[src/rtl/alu_issue.sv]
// ID->EX issue stage: decodes a MIPS instruction into ALU controls and operands and
// holds them in a one-entry valid/ready register. Optional macro: ALU_ISSUE_ILLEGAL_TRAP_EN.
module alu_issue #(
    parameter int DATA_W           = 32,
    parameter bit ZERO_DEST_SQUASH = 1'b1
) (
    input  logic              clk,
    input  logic              reset,
    input  logic              in_valid,
    output logic              in_ready,
    input  logic [31:0]       instr,
    input  logic [DATA_W-1:0] rs_data,
    input  logic [DATA_W-1:0] rt_data,
    input  logic              flush,
    output logic              out_valid,
    input  logic              out_ready,
    output logic [5:0]        alu_fun,
    output logic              alu_sign,
    output logic [DATA_W-1:0] alu_a,
    output logic [DATA_W-1:0] alu_b,
    output logic [4:0]        dest,
    output logic              wr_en,
    output logic              illegal
);
    localparam logic [5:0] FUN_ADD = 6'b000000, FUN_SUB = 6'b000001;
    localparam logic [5:0] FUN_AND = 6'b011000, FUN_OR  = 6'b011110;
    localparam logic [5:0] FUN_XOR = 6'b010110, FUN_NOR = 6'b010001;
    localparam logic [5:0] FUN_SLL = 6'b100000, FUN_SRL = 6'b100001, FUN_SRA = 6'b100011;
    localparam logic [5:0] FUN_EQ  = 6'b110011, FUN_NEQ = 6'b110001, FUN_LT  = 6'b110101;
    localparam logic [5:0] FUN_LEZ = 6'b111101, FUN_LTZ = 6'b111011, FUN_GTZ = 6'b111111;

    logic [5:0]        w_op, w_funct, w_fun;
    logic [4:0]        w_rt, w_rd, w_dest;
    logic [DATA_W-1:0] w_imm_sx, w_imm_zx, w_shamt, w_a, w_b;
    logic              w_sign, w_wr, w_ill, w_accept;

    logic              r_valid;
    logic [5:0]        r_fun;
    logic              r_sign, r_wr;
    logic [DATA_W-1:0] r_a, r_b;
    logic [4:0]        r_dest;

    assign w_op     = instr[31:26];
    assign w_rt     = instr[20:16];
    assign w_rd     = instr[15:11];
    assign w_funct  = instr[5:0];
    assign w_imm_sx = {{(DATA_W-16){instr[15]}}, instr[15:0]};
    assign w_imm_zx = {{(DATA_W-16){1'b0}}, instr[15:0]};
    assign w_shamt  = {{(DATA_W-5){1'b0}}, instr[10:6]};

    always_comb begin
        w_fun  = FUN_ADD;
        w_sign = 1'b0;
        w_a    = rs_data;
        w_b    = rt_data;
        w_dest = w_rt;
        w_wr   = 1'b1;
        w_ill  = 1'b0;
        case (w_op)
            6'h00: begin
                w_dest = w_rd;
                case (w_funct)
                    6'h20: begin w_fun = FUN_ADD; w_sign = 1'b1; end
                    6'h21: w_fun = FUN_ADD;
                    6'h22: begin w_fun = FUN_SUB; w_sign = 1'b1; end
                    6'h23: w_fun = FUN_SUB;
                    6'h24: w_fun = FUN_AND;
                    6'h25: w_fun = FUN_OR;
                    6'h26: w_fun = FUN_XOR;
                    6'h27: w_fun = FUN_NOR;
                    6'h2A: begin w_fun = FUN_LT; w_sign = 1'b1; end
                    6'h2B: w_fun = FUN_LT;
                    6'h00: begin w_fun = FUN_SLL; w_a = w_shamt; end
                    6'h02: begin w_fun = FUN_SRL; w_a = w_shamt; end
                    6'h03: begin w_fun = FUN_SRA; w_a = w_shamt; end
                    6'h04: begin w_fun = FUN_SLL; w_a = {{(DATA_W-5){1'b0}}, rs_data[4:0]}; end
                    6'h06: begin w_fun = FUN_SRL; w_a = {{(DATA_W-5){1'b0}}, rs_data[4:0]}; end
                    6'h07: begin w_fun = FUN_SRA; w_a = {{(DATA_W-5){1'b0}}, rs_data[4:0]}; end
                    default: w_ill = 1'b1;
                endcase
            end
            6'h08: begin w_fun = FUN_ADD; w_sign = 1'b1; w_b = w_imm_sx; end
            6'h09: begin w_fun = FUN_ADD; w_b = w_imm_sx; end
            6'h0A: begin w_fun = FUN_LT;  w_sign = 1'b1; w_b = w_imm_sx; end
            6'h0B: begin w_fun = FUN_LT;  w_b = w_imm_sx; end
            6'h0C: begin w_fun = FUN_AND; w_b = w_imm_zx; end
            6'h0D: begin w_fun = FUN_OR;  w_b = w_imm_zx; end
            6'h0E: begin w_fun = FUN_XOR; w_b = w_imm_zx; end
            6'h0F: begin w_fun = FUN_SLL; w_a = DATA_W'(16); w_b = w_imm_zx; end
            6'h23: begin w_fun = FUN_ADD; w_b = w_imm_sx; end
            6'h2B: begin w_fun = FUN_ADD; w_b = w_imm_sx; w_wr = 1'b0; end
            6'h04: begin w_fun = FUN_EQ;  w_wr = 1'b0; end
            6'h05: begin w_fun = FUN_NEQ; w_wr = 1'b0; end
            // Compare-against-zero branches are signed tests of rs_data.
            6'h06: begin w_fun = FUN_LEZ; w_sign = 1'b1; w_b = '0; w_wr = 1'b0; end
            6'h07: begin w_fun = FUN_GTZ; w_sign = 1'b1; w_b = '0; w_wr = 1'b0; end
            6'h01: begin
                if (w_rt == 5'd0) begin
                    w_fun  = FUN_LTZ;
                    w_sign = 1'b1;
                    w_b    = '0;
                    w_wr   = 1'b0;
                end else begin
                    w_ill = 1'b1;
                end
            end
            default: w_ill = 1'b1;
        endcase
        if (w_ill) begin
            w_fun  = FUN_ADD;
            w_sign = 1'b0;
            w_a    = '0;
            w_b    = '0;
            w_dest = 5'd0;
            w_wr   = 1'b0;
        end
        if (ZERO_DEST_SQUASH && (w_dest == 5'd0)) w_wr = 1'b0;
    end

    // Handshake: an entry moves on any edge where its valid and ready are both high;
    // in_ready depends only on this stage's occupancy and out_ready, never on in_valid.
    assign in_ready = !r_valid || out_ready;
    assign w_accept = in_valid && in_ready;

    always_ff @(posedge clk or posedge reset) begin
        if (reset) begin
            r_valid <= 1'b0;
            r_fun   <= '0;
            r_sign  <= 1'b0;
            r_a     <= '0;
            r_b     <= '0;
            r_dest  <= '0;
            r_wr    <= 1'b0;
        end else begin
            if (flush)         r_valid <= 1'b0;
            else if (w_accept) r_valid <= 1'b1;
            else if (out_ready) r_valid <= 1'b0;
            if (w_accept) begin
                r_fun  <= w_fun;
                r_sign <= w_sign;
                r_a    <= w_a;
                r_b    <= w_b;
                r_dest <= w_dest;
                r_wr   <= w_wr;
            end
        end
    end

`ifdef ALU_ISSUE_ILLEGAL_TRAP_EN
    logic r_illegal;
    always_ff @(posedge clk or posedge reset) begin
        if (reset)         r_illegal <= 1'b0;
        else if (w_accept) r_illegal <= w_ill;
    end
    assign illegal = r_illegal;
`else
    assign illegal = 1'b0;
`endif

    assign out_valid = r_valid;
    assign alu_fun   = r_fun;
    assign alu_sign  = r_sign;
    assign alu_a     = r_a;
    assign alu_b     = r_b;
    assign dest      = r_dest;
    assign wr_en     = r_wr;
endmodule

[config.mk]
export PLATFORM = sky130hd
export DESIGN_NAME = alu_issue
export DESIGN_NICKNAME = d
export VERILOG_FILES = /design/src/rtl/alu_issue.sv
export SDC_FILE = /design/constraint.sdc
export NUM_CORES = 1
export LEC_CHECK = 0
export BUFFER_PORTS_ARGS = -buffer_cell sky130_fd_sc_hd__buf_2
export CAP_MARGIN = 25
export CELL_PAD_IN_SITES_DETAIL_PLACEMENT = 1
export CELL_PAD_IN_SITES_GLOBAL_PLACEMENT = 2
export CORE_UTILIZATION = 27
export CTS_CLUSTER_SIZE = 28
export DETAILED_ROUTE_END_ITERATION = 8
export GPL_TIMING_DRIVEN = 0
export PLACE_DENSITY_LB_ADDON = 0.1
export SETUP_SLACK_MARGIN = 0.5
export SYNTH_ARGS = -nofsm -noshare
export SYNTH_HDL_FRONTEND = slang
export SYNTH_SLANG_ARGS = --single-unit
export TNS_END_PERCENT = 20
[constraint.sdc]
create_clock -name clk -period 2.2 [get_ports clk]
set_input_delay 0 -clock clk [delete_from_list [all_inputs] [get_ports clk]]
set_output_delay 0 -clock clk [all_outputs]
set_load 0.02 [all_outputs]
==> results.json, run 1 <==
{
  "critPathMaxStageDelay_ps": 600,
  "vias": 4127,
  "drt_wl_total_um": 14800,
  "r2r_setup_slack_ps": 600,
  "cp.required_ps": 2430,
  "relSlewSlack_pct": 63.0,
  "start_util_pct": 27.6,
  "drive_above_1_share_pct": 35.6,
  "grt_max_degree": 40,
  "status": "completed",
  "slowest_stage": "or4_4",
  "clk_pin_slew_worst_paths_ps": 70,
  "cp_max_fo": 10,
  "numCtsBuffers": 9,
  "fin_crit_sh_pct": 75.8,
  "firstDrtPassIters": 4,
  "synth_cell_types": 52,
  "dieArea_um2": 15300,
  "worstSkewPairLatency_ps": 350,
  "grt_pass1_vias": 4127,
  "htree_levels": 3,
  "wl_per_cell_um": 18.2,
  "antenna_found_initial": 0,
  "hold_violations": 0,
  "setup-violations-final": 0,
  "vias_per_cell": 5.06,
  "drc": 0,
  "cp-start-kind": "input port",
  "ant_nets": 0,
  "r2r-start": "out_valid",
  "worstHoldPathCells": 3,
  "place_hpwl_um": 10900,
  "syn_area_um2": 4010,
  "endpoint_kind": "flip-flop",
  "grt_pass1_wl_um": 22200,
  "drv_cap": 0,
  "synth-main-ff-cell": "dfrtp_1",
  "worstPathArrival_ps": 1900,
  "clockRootBuffer": "clkbuf_16",
  "worstPathCellList": "buf_2 > or4_4 > a211o_4 > o211a_4 > and4_1 > buf_6 > buf_6 > a22o_1",
  "area_delta_synth_final_pct": 48.8,
  "switching_share_pct": 31.0,
  "diodes": 0,
  "power_leakage_nw": 2.95,
  "pwr_density_cell_nw_per_um2": 646,
  "crit_top_cell": "buf_6",
  "synth_edf_count": 0,
  "hp-class": "in2reg",
  "coreArea_um2": 14500,
  "final_nets": 728,
  "fin_crit_ps": 1670,
  "p_int_w": 0.00266,
  "avgSynthCellArea_um2": 10.2,
  "drtIter0Drc": 202,
  "critPathBufInv": 3,
  "p_clk_share_pct": 37.5,
  "die_height_um": 124,
  "slew_viol_final": 0,
  "comb_power_share_pct": 21.6,
  "critPathKind": "in2reg",
  "clock-sinks": 78,
  "ys_warn_count": 0,
  "gr-total-overflow": 0,
  "io_buffers": 172,
  "rr_worst_depth": 7,
  "holdWs_ps": 3.55,
  "synth.net_count": 494,
  "ir_worst_vdd_v": 0.000313,
  "power_w": 0.00385,
  "cp_top_family": "simple AND/OR/NAND/NOR gates",
  "fmax_mhz": 600,
  "hold_end": "alu_b[19]",
  "synthCells": 393,
  "async_flop_share_pct": 100,
  "tightest_slew_ps": 555,
  "io_pins": 181,
  "rsz0062_at_grt": "false",
  "synth-seq-area-share_pct": 48.7,
  "cts_tree": "yes",
  "p_sw_w": 0.00119,
  "rows": 44,
  "grtUsageTotal_pct": 19.4,
  "die_w_um": 124,
  "clockBufferDepth": 2,
  "hold_start": "rt_data[19]",
  "gp_congestion": 0.826,
  "synth_seq_cells": 78,
  "seqPwrFrac_pct": 40.9,
  "r2r_end": "alu_b[5]",
  "skew_ps": 2.86
}
-- power by group through the flow --
stage	Sequential, W	Combinational [W]	Clock, W
final	0.00158	0.000832	0.00144
after global routing	0.00159	0.000910	0.00156
after CTS	0.00158	0.000836	0.00149
after detailed placement	0.00161	0.000762	0
after global placement	0.00160	0.000742	0
after floorplan	0.00172	0.000314	0
-- per-stage QoR --
stage / area (um2) / utilization (%) / setup slack [ps] / cells / TNS [ps]
after floorplan: 4010 / - / 328 / 393 / 0
after global placement: 5100 / 35.1 / -258 / 749 / -7780
after detailed placement: 5140 / 35.4 / -254 / 751 / -7580
after CTS: 5930 / 40.8 / 484 / 815 / 0
after global routing: 5960 / 41.0 / 507 / 816 / 0
final: 5960 / 41.0 / 533 / 816 / 0
-- what timing repair did --
action	CTS	global route
gates resized for setup	12	13
pin swaps	3	2
setup endpoints to repair	77	53
hold endpoints to repair	120	0
buffers inserted	4	1
cloned	0	0
hold buffers	44	0
-- worst max-delay path by stage --
stage                          from         to  slack (ps)  depth (start not counted)
after floorplan           instr[31]  alu_a[10]         330                          8
after global placement    instr[31]  alu_b[21]        -260                          8
after detailed placement  instr[31]  alu_b[19]        -250                          8
after CTS                 instr[31]  alu_a[11]         480                          9
after global routing      instr[29]  alu_a[11]         510                          8
final                     instr[29]  alu_a[11]         530                          8
-- Yosys cell counts, drive strengths merged, types with 2 or more instances --
master | count | area share, %
a32oi | 2 | 0.44
and2 | 18 | 2.8
a21o | 2 | 0.37
inv | 4 | 0.37
nor2 | 11 | 1.0
xnor2 | 2 | 0.44
and3b | 3 | 0.66
a221o | 16 | 4.0
nor3 | 4 | 0.78
or4 | 3 | 0.66
nand4 | 2 | 0.31
mux2i | 6 | 1.5
a22o | 43 | 9.4
nor2b | 4 | 0.62
a21oi | 9 | 1.1
a211oi | 2 | 0.37
a31oi | 8 | 1.2
o211ai | 7 | 1.3
dfrtp | 78 | 49
o2bb2ai | 3 | 0.66
nand3 | 5 | 0.62
o21ai | 45 | 5.6
clkbuf | 25 | 2.4
and4 | 2 | 0.44
a22oi | 2 | 0.37
nor4 | 3 | 0.84
and3 | 2 | 0.31
o31ai | 7 | 1.4
nand2 | 39 | 3.7
nand3b | 4 | 0.75
buf | 8 | 2.0
a32o | 5 | 1.2
nand2b | 7 | 1.1
-- cell families after synthesis --
logic type                synth area share (%)
AOI/OAI and AO/OA                         28.9
xor gates and xnor gates                 0.437
buffers and inverters                     4.75
DFF                                       48.7
muxes                                     1.50
and+or+nand+nor                           15.6
other                                   0.0936
-- tightest hold or removal path: stages --
cell and delay, ps:
buf_2 70, o21ai_0 70, o21ai_0 160
-- sequential cells by signal (all words and copies together), names as in the netlist --
register	cells
dest	5
alu_sign	1
out_valid	1
alu_fun	6
wr_en	1
alu_b	32
alu_a	32
-- layout by cell type (no fill, tap or decap), types with 4 or more instances in the layout --
cell type and instances:
a221o_1 16, o211ai_1 7, buf_6 6, a32o_1 5, nor2b_1 4, nor2_1 10, clkbuf_16 9, nand3b_1 4
mux2i_1 6, buf_2 175, o21ai_0 45, dfrtp_1 78, nand2b_1 6, clkbuf_2 7, and2_1 18, dlygate4sd3_1 44
clkbuf_1 15, a22o_1 43, o31ai_1 6, nand2_1 38, a31oi_1 8, buf_4 7, a21oi_1 9, nand3_1 5
-- metal layers --
layer	share of wire (%)	GRT usage (%)	up-vias	wire (um)
li1	-	-	1959	-
met2	47	30.9	110	6910
met5	0	0	-	0
met4	1.0	5.65	0	152
met1	47	25.9	2045	6930
met3	5.5	4.72	13	818
-- cell type report --
cell class | instances | area, um2
Fill cell | 1701 | 8570
Sequential cell | 78 | 1950
Multi-Input combinational cell | 278 | 1910
Timing Repair Buffer | 223 | 1380
Tap cell | 184 | 230
Clock buffer | 9 | 225
Buffer | 33 | 189
Clock inverter | 7 | 57.6
Inverter | 4 | 18.8
(Power assumes the default switching activity.)
==> inputs of run 2 (changes only) <==
Settings changed: CORE_UTILIZATION 27 to 25.
Clock period 2.2 ns to 1.3 ns, I/O delays scaled along.
==> run 2 against run 1 <==
Against the previous run:
- the run now ends with setup timing left
- sequential share of layout area down 4.8 points
- design area up 17%
- global-route usage up 1.2 points
- wire length up 12%
- flip-flop and latch count unchanged
==> results.json, run 2 (synthesis results as in run 1) <==
{
  "fin_ws_ps": -342,
  "drc": 0,
  "numCtsBuffers": 9,
  "gp_congestion": 0.788,
  "cp_top_family": "simple AND/OR/NAND/NOR gates",
  "rows": 45,
  "status": "finished, violations left",
  "io_pins": 181,
  "power_w": 0.00735,
  "instances_no_fill": 865,
  "fin_crit_ps": 1640,
  "final_nets": 750,
  "worstSkewPairLatency_ps": 350,
  "drt_wl_total_um": 16700,
  "fmax_mhz": 609,
  "ant_nets": 0,
  "wl_per_cell_um": 19.2,
  "critPathBufInv": 4,
  "coreArea_um2": 15400,
  "final_common_cell": "buf_2",
  "critPathMaxStageDelay_ps": 530,
  "clk_pin_slew_worst_paths_ps": 70,
  "tightest_slew_ps": 552,
  "grt_pass1_vias": 4559,
  "diodes": 0,
  "cp_max_fo": 7,
  "endpoint_kind": "flip-flop",
  "worstPathCellList": "buf_6 > buf_6 > or4_4 > a211o_1 > o211a_4 > and4_4 > buf_12 > buf_8 > a22o_1",
  "dp.cells": 778,
  "final_area_um2": 6990,
  "die_height_um": 129,
  "tns_ps": -19710,
  "place_hpwl_um": 11300,
  "drtIter0Drc": 182,
  "clock-sinks": 78,
  "setup-violations-final": 76,
  "antenna_found_initial": 0,
  "cts_tree": "yes",
  "dpl_cell_area_um2": 5180,
  "grtUsageTotal_pct": 20.6,
  "grt_pass1_wl_um": 25600,
  "clockRootBuffer": "clkbuf_16",
  "hold_violations": 0,
  "slowest_stage": "or4_4",
  "drv_cap": 0,
  "ir_worst_vdd_v": 0.000631,
  "htree_levels": 3,
  "gr-total-overflow": 0,
  "fin_crit_sh_pct": 126,
  "die_w_um": 129,
  "drive_above_1_share_pct": 41.1,
  "critPathKind": "in2reg",
  "grt_max_degree": 40,
  "crit_top_cell": "buf_6",
  "dieArea_um2": 16500,
  "vias": 4272,
  "pwr_density_cell_nw_per_um2": 1050,
  "firstDrtPassIters": 4,
  "power_leakage_nw": 3.24,
  "layout_common_cells": "buf_2, buf_6, dfrtp_1",
  "skew_ps": 11.2,
  "slew_viol_final": 0,
  "cp.required_ps": 1530,
  "start_util_pct": 26.0,
  "clockBufferDepth": 2,
  "worstPathArrival_ps": 1870,
  "holdWs_ps": 8.38,
  "rsz0062_at_grt": "true",
  "violations": "setup timing",
  "area_delta_synth_final_pct": 74.5,
  "relSlewSlack_pct": 63.2,
  "vias_per_cell": 4.94,
  "cp-start-kind": "input port",
  "hp-class": "in2reg",
  "io_buffers": 172
}
run 2: cell count changes in the layout (fill, tap and decap cells not counted), moves of 2 or more:
cell           change
buf_2             -81
buf_6             +78
o21ai_0           -23
o21ai_2           +17
buf_4             +12
o21ai_1            +6
buf_8              +5
clkbuf_1           -3
clkbuf_16          +3
clkbuf_8           +3
dlygate4sd3_1      +3
buf_12             +2
bufinv_16          +2
nor4_1             -2
run 2: area by class of cell:
class	instances	area (um2)
Clock buffer	10	239
Inverter	4	18.8
Tap cell	211	264
Multi-Input combinational cell	278	2030
Sequential cell	78	1950
Clock inverter	6	92.6
Fill cell	1735	8430
Buffer	33	285
Timing Repair Buffer	245	2110
run 2: final timing paths:
| kind | start | end | slack, ps | depth (start not counted) |
|---|---|---|---|---|
| max | instr[31] | alu_a[20] | -340 | 9 |
| min | rt_data[9] | alu_b[9] | 8 | 3 |
| max reg2reg | out_valid | alu_a[14] | -260 | 8 |
| min reg2reg | alu_b[19] | alu_b[19] | 500 | 2 |
| max in group asynchronous | reset | alu_b[2] | 580 | 4 |
| min in group asynchronous | reset | alu_b[13] | 210 | 3 |
run 2: where the power goes:
group | switching (W) | internal (W)
Clock | 0.00110 | 0.00175
Combinational | 0.000891 | 0.000893
Sequential | 0.000124 | 0.00259
Total | 0.00212 | 0.00523
run 2: timing repair:
| item | CTS | global route |
|---|---|---|
| gates cloned | 5 | 0 |
| hold buffers | 47 | 0 |
| gates resized for setup | 226 | 36 |
| setup buffers | 16 | 3 |
| pin swaps | 30 | 7 |
| hold endpoints to repair | 123 | 0 |
| endpoints found under the setup margin | 156 | 157 |
run 2: worst reg2reg max path, delay by kind of cell, from the launching register on:
kind	cells	cell delay [ps]
and+or+nand+nor	3	450
buffers and inverters	3	410
DFF	1	370
AOI/OAI and AO/OA	2	280
run 2: per-layer routing:
layer,vias up,track usage [%],wire (um)
met2,108,33.7,8000
met5,-,0,0
met3,12,2.95,564
met4,0,6.44,212
met1,2143,28.1,7880
li1,2009,-,-
run 2: stage by stage:
step                utilization, %  worst slack, ps
floorplan                        -             -533
global placement              33.3            -1140
detailed placement            33.6            -1170
CTS                           44.5             -380
global route                  45.3             -374
finish                        45.3             -342
==> inputs of run 3 (changes only) <==
--- a/config.mk
+++ b/config.mk
@@ -9,3 +9,3 @@
 export CAP_MARGIN = 25
-export CELL_PAD_IN_SITES_DETAIL_PLACEMENT = 1
+export CELL_PAD_IN_SITES_DETAIL_PLACEMENT = 2
 export CELL_PAD_IN_SITES_GLOBAL_PLACEMENT = 2
==> constraint.sdc (replaced) <==
create_clock -name clk -period 1.3 [get_ports clk]
set_input_delay 0.13 -clock clk [delete_from_list [all_inputs] [get_ports clk]]
set_output_delay 0.13 -clock clk [all_outputs]
set_load 0.02 [all_outputs]
==> run 3 against run 2 <==
Against the previous run:
- the flow still finishes with violations (setup timing)
- non-clock buffer count decreased by 37
- cell count decreased by 4.3%
- combinational power decreased by 3%
- sequential power about the same
- largest cell class is now multi-input combinational cells
- largest power group unchanged
- highest routed layer unchanged
==> results.json, run 3 (synthesis results as in run 1) <==
{
  "drc": 0,
  "slew_viol_final": 0,
  "grt_pass1_wl_um": 26100,
  "dp.cells": 778,
  "slowest_stage": "or4_4",
  "numCtsBuffers": 9,
  "status": "finished, violations left",
  "fin_ws_ps": -443,
  "relSlewSlack_pct": 62.4,
  "antenna_found_initial": 0,
  "cp-start-kind": "input port",
  "endpoint_kind": "flip-flop",
  "setup-violations-final": 76,
  "fmax_mhz": 574,
  "critPathBufInv": 3,
  "worstSkewPairLatency_ps": 350,
  "cp_top_family": "simple AND/OR/NAND/NOR gates",
  "wl_per_cell_um": 20.7,
  "firstDrtPassIters": 4,
  "clock-sinks": 78,
  "diodes": 0,
  "fill_cells": 1649,
  "fin_crit_ps": 1740,
  "clk_pin_slew_worst_paths_ps": 70,
  "grtUsageTotal_pct": 20.9,
  "layout_common_cells": "buf_6, buf_2, dfrtp_1",
  "vias_per_cell": 5.07,
  "critPathKind": "in2reg",
  "cp.required_ps": 1530,
  "vias": 4202,
  "die_w_um": 129,
  "pwr_density_cell_nw_per_um2": 1090,
  "final_common_cell": "buf_6",
  "coreArea_um2": 15400,
  "drive_above_1_share_pct": 44.2,
  "violations": "setup timing",
  "dieArea_um2": 16500,
  "clockBufferDepth": 2,
  "drt_wl_total_um": 17100,
  "area_delta_synth_final_pct": 67.8,
  "place_worst_setup_slack_ps": -1340,
  "power_w": 0.00730,
  "fin_util_pct": 43.6,
  "tightest_slew_ps": 564,
  "ir_worst_vdd_v": 0.000650,
  "gr-total-overflow": 0,
  "final_nets": 713,
  "tns_ps": -25760,
  "crit_top_cell": "buf_8",
  "hold_violations": 0,
  "skew_ps": 6.72,
  "clockRootBuffer": "clkbuf_16",
  "htree_levels": 3,
  "worstPathArrival_ps": 1980,
  "gp_congestion": 0.788,
  "die_height_um": 129,
  "drv_cap": 0,
  "worstPathCellList": "buf_8 > or4_4 > a211o_1 > o211a_4 > and4_4 > buf_8 > clkbuf_16 > a22o_1",
  "cts_tree": "yes",
  "io_pins": 181,
  "rsz0062_at_grt": "true",
  "io_buffers": 172,
  "start_util_pct": 26.0,
  "fin_crit_sh_pct": 134,
  "rows": 45,
  "critPathMaxStageDelay_ps": 580,
  "grt_pass1_vias": 4597,
  "ant_nets": 0,
  "grt_max_degree": 40,
  "power_leakage_nw": 3.11,
  "drtIter0Drc": 135,
  "place_hpwl_um": 12100,
  "hp-class": "in2reg",
  "instances_no_fill": 828,
  "cp_max_fo": 5
}
run 3: layout make-up:
| cell class | count | area, um2 | share of cell area, % |
|---|---|---|---|
| Multi-Input combinational cell | 278 | 2100 | 31.2 |
| Buffer | 33 | 267 | 3.96 |
| Timing Repair Buffer | 208 | 1790 | 26.7 |
| Clock inverter | 6 | 92.6 | 1.38 |
| Inverter | 4 | 18.8 | 0.279 |
| Clock buffer | 10 | 239 | 3.55 |
| Tap cell | 211 | 264 | 3.93 |
| Sequential cell | 78 | 1950 | 29.0 |
run 3: metrics by stage:
stage,cell area (um2),hold WS [ps]
global placement,5140,286
global route,6730,8.84
CTS,6630,0.275
finish,6730,2.00
floorplan,4020,193
detailed placement,5180,133
run 3: metal layers:
layer	GRT usage, %	vias to the layer above	share of wire [%]
li1	-	1931	-
met1	27.3	2145	45
met2	35.5	110	49
met3	3.24	16	3.9
met4	6.57	0	1.6
met5	0	-	0
run 3: path summary, 6_finish.rpt:
check                      startpoint   endpoint  slack [ps]  cells after the start
setup / recovery            instr[29]  alu_a[14]        -440                      8
hold / removal             rs_data[6]   alu_a[6]           2                      2
setup reg to reg            out_valid   alu_b[3]        -370                      7
hold reg to reg             alu_b[25]  alu_b[25]         510                      2
max in group asynchronous       reset  alu_a[17]         560                      4
min in group asynchronous       reset  out_valid          10                      3
run 3: worst register-to-register path, stage by stage (launching register included):
cell	delay, ps
dfrtp_1	410
nand2b_4	110
and2_1	170
clkbuf_4	190
and3_1	210
buf_6	140
buf_6	140
a22o_1	190
run 3: repair_timing:
| action | 4_1_cts | 5_1_grt |
|---|---|---|
| resized for setup | 261 | 14 |
| pin swaps | 31 | 5 |
| setup endpoints to repair | 156 | 165 |
| hold buffers | 14 | 0 |
| endpoints found under the hold margin | 21 | 0 |
| setup buffers | 17 | 0 |
| cloned | 1 | 2 |
run 3: where the power goes:
group	internal [W]	switching (W)
Combinational	0.000831	0.000901
Clock	0.00175	0.00110
Sequential	0.00259	0.000130
Total	0.00516	0.00214
